**config.mk**
```make
export PLATFORM = sky130hd
export DESIGN_NAME = aes_encrypt_core
export DESIGN_NICKNAME = d
export VERILOG_FILES = /design/src/rtl/aes_encrypt_core.sv
export SDC_FILE = /design/constraint.sdc
export NUM_CORES = 2
export LEC_CHECK = 0
export ABC_CLOCK_PERIOD_IN_PS = 9800
export CORE_AREA = 2 2 645 647
export DETAILED_ROUTE_END_ITERATION = 8
export DIE_AREA = 0 0 647 649
export PLACE_DENSITY = 0.37
export SYNTH_ARGS = -nofsm -noshare
export SYNTH_HDL_FRONTEND = slang
export SYNTH_SLANG_ARGS = --single-unit
```
**constraint.sdc**
```tcl
create_clock -name clk -period 9.8 [get_ports clk]
set_input_delay 1.47 -clock clk [delete_from_list [all_inputs] [get_ports clk]]
set_output_delay 1.47 -clock clk [all_outputs]
set_load 0.01 [all_outputs]
```
**src/rtl/aes_encrypt_core.sv**
```systemverilog
// Iterative AES-128 encryption core that runs one round per clock. Out_valid is asserted 10 clocks after start is accepted.
// It has no backpressure: ready drops for the block, a start while busy is dropped, and the ciphertext is held until the next block completes.

module aes_sbox (
   input  logic [7:0] in_i,
   output logic [7:0] out_o
);
   localparam logic [2047:0] SBOX = {
      128'h637c777bf26b6fc53001672bfed7ab76,
      128'hca82c97dfa5947f0add4a2af9ca472c0,
      128'hb7fd9326363ff7cc34a5e5f171d83115,
      128'h04c723c31896059a071280e2eb27b275,
      128'h09832c1a1b6e5aa0523bd6b329e32f84,
      128'h53d100ed20fcb15b6acbbe394a4c58cf,
      128'hd0efaafb434d338545f9027f503c9fa8,
      128'h51a3408f929d38f5bcb6da2110fff3d2,
      128'hcd0c13ec5f974417c4a77e3d645d1973,
      128'h60814fdc222a908846eeb814de5e0bdb,
      128'he0323a0a4906245cc2d3ac629195e479,
      128'he7c8376d8dd54ea96c56f4ea657aae08,
      128'hba78252e1ca6b4c6e8dd741f4bbd8b8a,
      128'h703eb5664803f60e613557b986c11d9e,
      128'he1f8981169d98e949b1e87e9ce5528df,
      128'h8ca1890dbfe6426841992d0fb054bb16
   };

   // Entry 0 sits in the MSBs, so entry i starts at bit 8*(255-i).
   assign out_o = SBOX[{~in_i, 3'b000} +: 8];
endmodule

module aes_encrypt_core #(
   parameter int NR = 10
) (
   input  logic                    clk,
   input  logic                    rst,
   input  logic [128*(NR+1)-1:0]   round_keys,
   input  logic                    keys_valid,
   input  logic                    start,
   input  logic [127:0]            plaintext,
   output logic                    ready,
   output logic                    out_valid,
   output logic [127:0]            ciphertext,
   output logic [3:0]              busy_round
);
   localparam logic [3:0] LAST_RND = 4'(NR);

   if (NR != 10) begin : g_bad_nr
      $error("aes_encrypt_core supports only NR = 10");
   end

   typedef enum logic {IDLE, RUN} fsm_e;

   fsm_e         fsm_q, fsm_d;
   logic [127:0] state_q, state_d;
   logic [127:0] ct_q, ct_d;
   logic [3:0]   round_q, round_d;
   logic         ready_q, ready_d;
   logic         ov_q, ov_d;

   logic [127:0] sb, sr, mc, rk;

   function automatic logic [7:0] xtime(input logic [7:0] v);
      return {v[6:0], 1'b0} ^ (v[7] ? 8'h1b : 8'h00);
   endfunction

   for (genvar i = 0; i < 16; i++) begin : g_sub
      aes_sbox u_sbox (
         .in_i  (state_q[8*i +: 8]),
         .out_o (sb[8*i +: 8])
      );
   end

   // Row r of column c takes the byte from column (c + r) mod 4.
   for (genvar c = 0; c < 4; c++) begin : g_col
      for (genvar r = 0; r < 4; r++) begin : g_row
         assign sr[8*(4*c+r) +: 8] = sb[8*(4*((c+r)%4)+r) +: 8];
      end

      logic [7:0] a0, a1, a2, a3;
      assign a0 = sr[8*(4*c)   +: 8];
      assign a1 = sr[8*(4*c+1) +: 8];
      assign a2 = sr[8*(4*c+2) +: 8];
      assign a3 = sr[8*(4*c+3) +: 8];

      assign mc[8*(4*c)   +: 8] = xtime(a0) ^ xtime(a1) ^ a1 ^ a2 ^ a3;
      assign mc[8*(4*c+1) +: 8] = a0 ^ xtime(a1) ^ xtime(a2) ^ a2 ^ a3;
      assign mc[8*(4*c+2) +: 8] = a0 ^ a1 ^ xtime(a2) ^ xtime(a3) ^ a3;
      assign mc[8*(4*c+3) +: 8] = xtime(a0) ^ a0 ^ a1 ^ a2 ^ xtime(a3);
   end

   assign rk = round_keys[{round_q, 7'd0} +: 128];

   always_comb begin
      fsm_d   = fsm_q;
      state_d = state_q;
      ct_d    = ct_q;
      round_d = round_q;
      ready_d = ready_q;
      ov_d    = 1'b0;
      case (fsm_q)
         IDLE: begin
            if (start && ready_q && keys_valid) begin
               state_d = plaintext ^ round_keys[127:0];
               round_d = 4'd1;
               ready_d = 1'b0;
               fsm_d   = RUN;
            end
         end
         RUN: begin
            // The final round skips MixColumns and writes straight to the output register.
            if (round_q == LAST_RND) begin
               ct_d    = sr ^ rk;
               ov_d    = 1'b1;
               ready_d = 1'b1;
               round_d = 4'd0;
               fsm_d   = IDLE;
            end else begin
               state_d = mc ^ rk;
               round_d = round_q + 4'd1;
            end
         end
      endcase
   end

   always_ff @(posedge clk or posedge rst) begin
      if (rst) begin
         fsm_q   <= IDLE;
         state_q <= '0;
         ct_q    <= '0;
         round_q <= '0;
         ready_q <= 1'b1;
         ov_q    <= 1'b0;
      end else begin
         fsm_q   <= fsm_d;
         state_q <= state_d;
         ct_q    <= ct_d;
         round_q <= round_d;
         ready_q <= ready_d;
         ov_q    <= ov_d;
      end
   end

   assign ready      = ready_q;
   assign out_valid  = ov_q;
   assign ciphertext = ct_q;
   assign busy_round = round_q;
endmodule

```
==> results.yml <==
outcome:
  status: "complete, no violations"
synthesis:
  syn-instance-count: 11700
  ys_seq_area_share_pct: 7.96
  syn-mean-instance-area_um2: 7.09
  synth_commonest_cells: "o21ai_0 (1,302), nand2_1 (1,088), a21oi_1 (884)"
  synth_nets: 13400
  synth_cell_types: 118
  synth_flop_cell: "dfrtp_1"
  yosysWarnings: 0
  synth_top_area_share_pct: 11.7
  synth_edf_count: 0
  synth.most_common_cell: "o21ai_0"
  synth_area_leaders: "mux4_2 (12%), dfrtp_1 (7.9%), o21ai_0 (7.9%)"
  synthesis.area_um2: 82700
  synth_area_leader_cell: "mux4_2"
  ys_seq_elements: 263
  async_flop_share_pct: 100
sta:
  tightest_slew_ps: 1430
  skew_ps: 33.0
  slew_viol_final: 0
  setup_tns_ps: 0
  setup-violations-final: 0
  finalCritPeriodShare_pct: 59.3
  max_slew_margin_pct: 3.45
  min_period_ps: 5810
  timing.fmax_mhz: 172
  final_hold_viol_count: 0
  grt_setup_unrepaired: "false"
clock_tree:
  cts_buffer_depth: 3
  cts_setup_buffers: 0
  clockRootBuffer: "clkbuf_16"
  htree_levels: 2
  cts_sinks: 263
  cts_resized: 0
  cts_made_buffers: 45
  cts_tree: "done"
  cts.hold.buffers_added: 0
  worstSkewPairLatency_ps: 720
  clkSlewWorstSetupHoldPaths_ps: 60
finish:
  nets: 14100
  layout-drive-gt1-share_pct: 9.34
  synthToLayoutAreaGrowth_pct: 27.5
  design_area_um2: 105000
critical_path:
  crit_buf_inv: 2
  cp.arrival_ps: 6350
  cp_cell_sequence: "buf_12 > buf_4 > mux2i_1 > o211ai_1 > o21ai_0 > o21ai_0 > xnor2_1 > xnor2_1 > xnor2_1 > o21ai_0"
  slowest_delay_ps: 1040
  critPathLaunch: "busy_round[1]$_DFFE_PP0P_"
  cp_slowest_cell: "o21ai_0"
  r2r-start: "busy_round[1]$_DFFE_PP0P_"
  worstPathRequired_ps: 10340
  start_kind: "flip-flop"
  crit_fanout: 60
  end_kind: "flip-flop"
  crit_family: "compound AO/OA/AOI/OAI gates"
  crit_type: "reg2reg"
place:
  dp_hpwl_um: 603000
  place_congestion: 1.03
  placement.io_buffers: 1673
  place_area_um2: 103000
floorplanning:
  start_util_pct: 20.1
  die_h_um: 649
  die_area_um2: 420000
  placementRows: 236
  core_region_area_um2: 413000
  pin_count: 1674
  fp.dieW_um: 647
global_routing:
  overflow: 0
  grt_pass1_vias: 101000
  grt_max_degree: 117
  grt_pass1_wl_um: 986000
  track_usage_pct: 34.1
  antenna_found_initial: 258
detailed_routing:
  route.detailed.drc: 0
  postRouteAntennaNets: 0
  drtIter0Drc: 17700
  first_pass_iters: 7
  routed_wl_um: 754000
  wire_per_inst_um: 41.6
  vias: 109000
  vias_per_cell: 6.01
min_path:
  hold_path_startpoint: "ciphertext[18]$_DFFE_PP0P_"
  holdCritPathClass: "reg2reg"
job:
  maxCapViolations: 0
==> final timing paths <==
path	endpoint	slack (ps)	cells past startpoint
max	state_q[79]$_DFFE_PP0P_	3990	10
min	ciphertext[18]$_DFFE_PP0P_	480	2
max reg2reg	state_q[79]$_DFFE_PP0P_	3990	10
min reg2reg	ciphertext[18]$_DFFE_PP0P_	480	2
max in group asynchronous	state_q[10]$_DFFE_PP0P_	7140	3
min in group asynchronous	ciphertext[46]$_DFFE_PP0P_	1220	2
==> state kept, by name (all words and copies together) (netlist names) <==
register,cells
busy_round,4
state_q,128
ciphertext,128
fsm_q,1
out_valid,1
ready,1
==> cell type report <==
cell class | count | area (um2)
antenna | 271 | 678
clock buffer | 57 | 1280
clock inverter | 27 | 309
fill | 46100 | 307000
inverter | 178 | 676
multi-input combinational | 9831 | 69500
sequential | 263 | 6720
tap | 5474 | 6850
timing repair buffer | 2022 | 19400
==> cells by family after synthesis <==
kind of cell | Yosys count | synth area share [%]
compound gates | 4446 | 35.5
fa+ha+maj | 236 | 3.56
simple gates | 3635 | 21.2
flops | 263 | 7.96
buf+inv | 1574 | 8.14
xor+xnor | 860 | 9.26
mux | 654 | 14.4
==> per-stage QoR <==
step | setup WS (ps) | util [%] | hold slack (ps) | instances
global placement | 3830 | 25.0 | 465 | 17800
finish | 3990 | 25.6 | 478 | 18100
detailed placement | 3900 | 25.0 | 470 | 17800
global route | 3890 | 25.5 | 505 | 18100
CTS | 3890 | 25.4 | 485 | 17900
floorplan | 1090 | - | 512 | 11700
==> per-layer routing <==
layer  vias to the layer above  wire (um)  GRT usage, %
li1                      45600          -             -
met1                     54300     301000          43.9
met2                      7539     325000          51.8
met3                      1311      74000          8.03
met4                       108      53200          19.8
met5                         -        707             0
==> worst min-delay path, stage by stage (launching register included) <==
cell,delay (ps)
dfrtp_1,340
nand2_1,40
o21ai_0,60
==> cells in the final DEF, fill, tap and decap left out, types with 209 or more instances in the layout <==
| master | n |
|---|---|
| a31oi_1 | 216 |
| a21oi_1 | 884 |
| nor2_1 | 683 |
| diode_2 | 271 |
| ha_1 | 233 |
| nand2b_1 | 311 |
| buf_4 | 344 |
| nand3_1 | 302 |
| o21ai_0 | 1264 |
| nor2b_1 | 280 |
| nand2_1 | 1086 |
| xnor2_1 | 641 |
| a211oi_1 | 209 |
| o211ai_1 | 315 |
| mux4_2 | 429 |
| nor3_1 | 482 |
| clkdlybuf4s50_1 | 1673 |
Power is left out: the tool's default activity adds up to more than one toggle a clock period on the data nets, which glitch-free logic cannot reach.
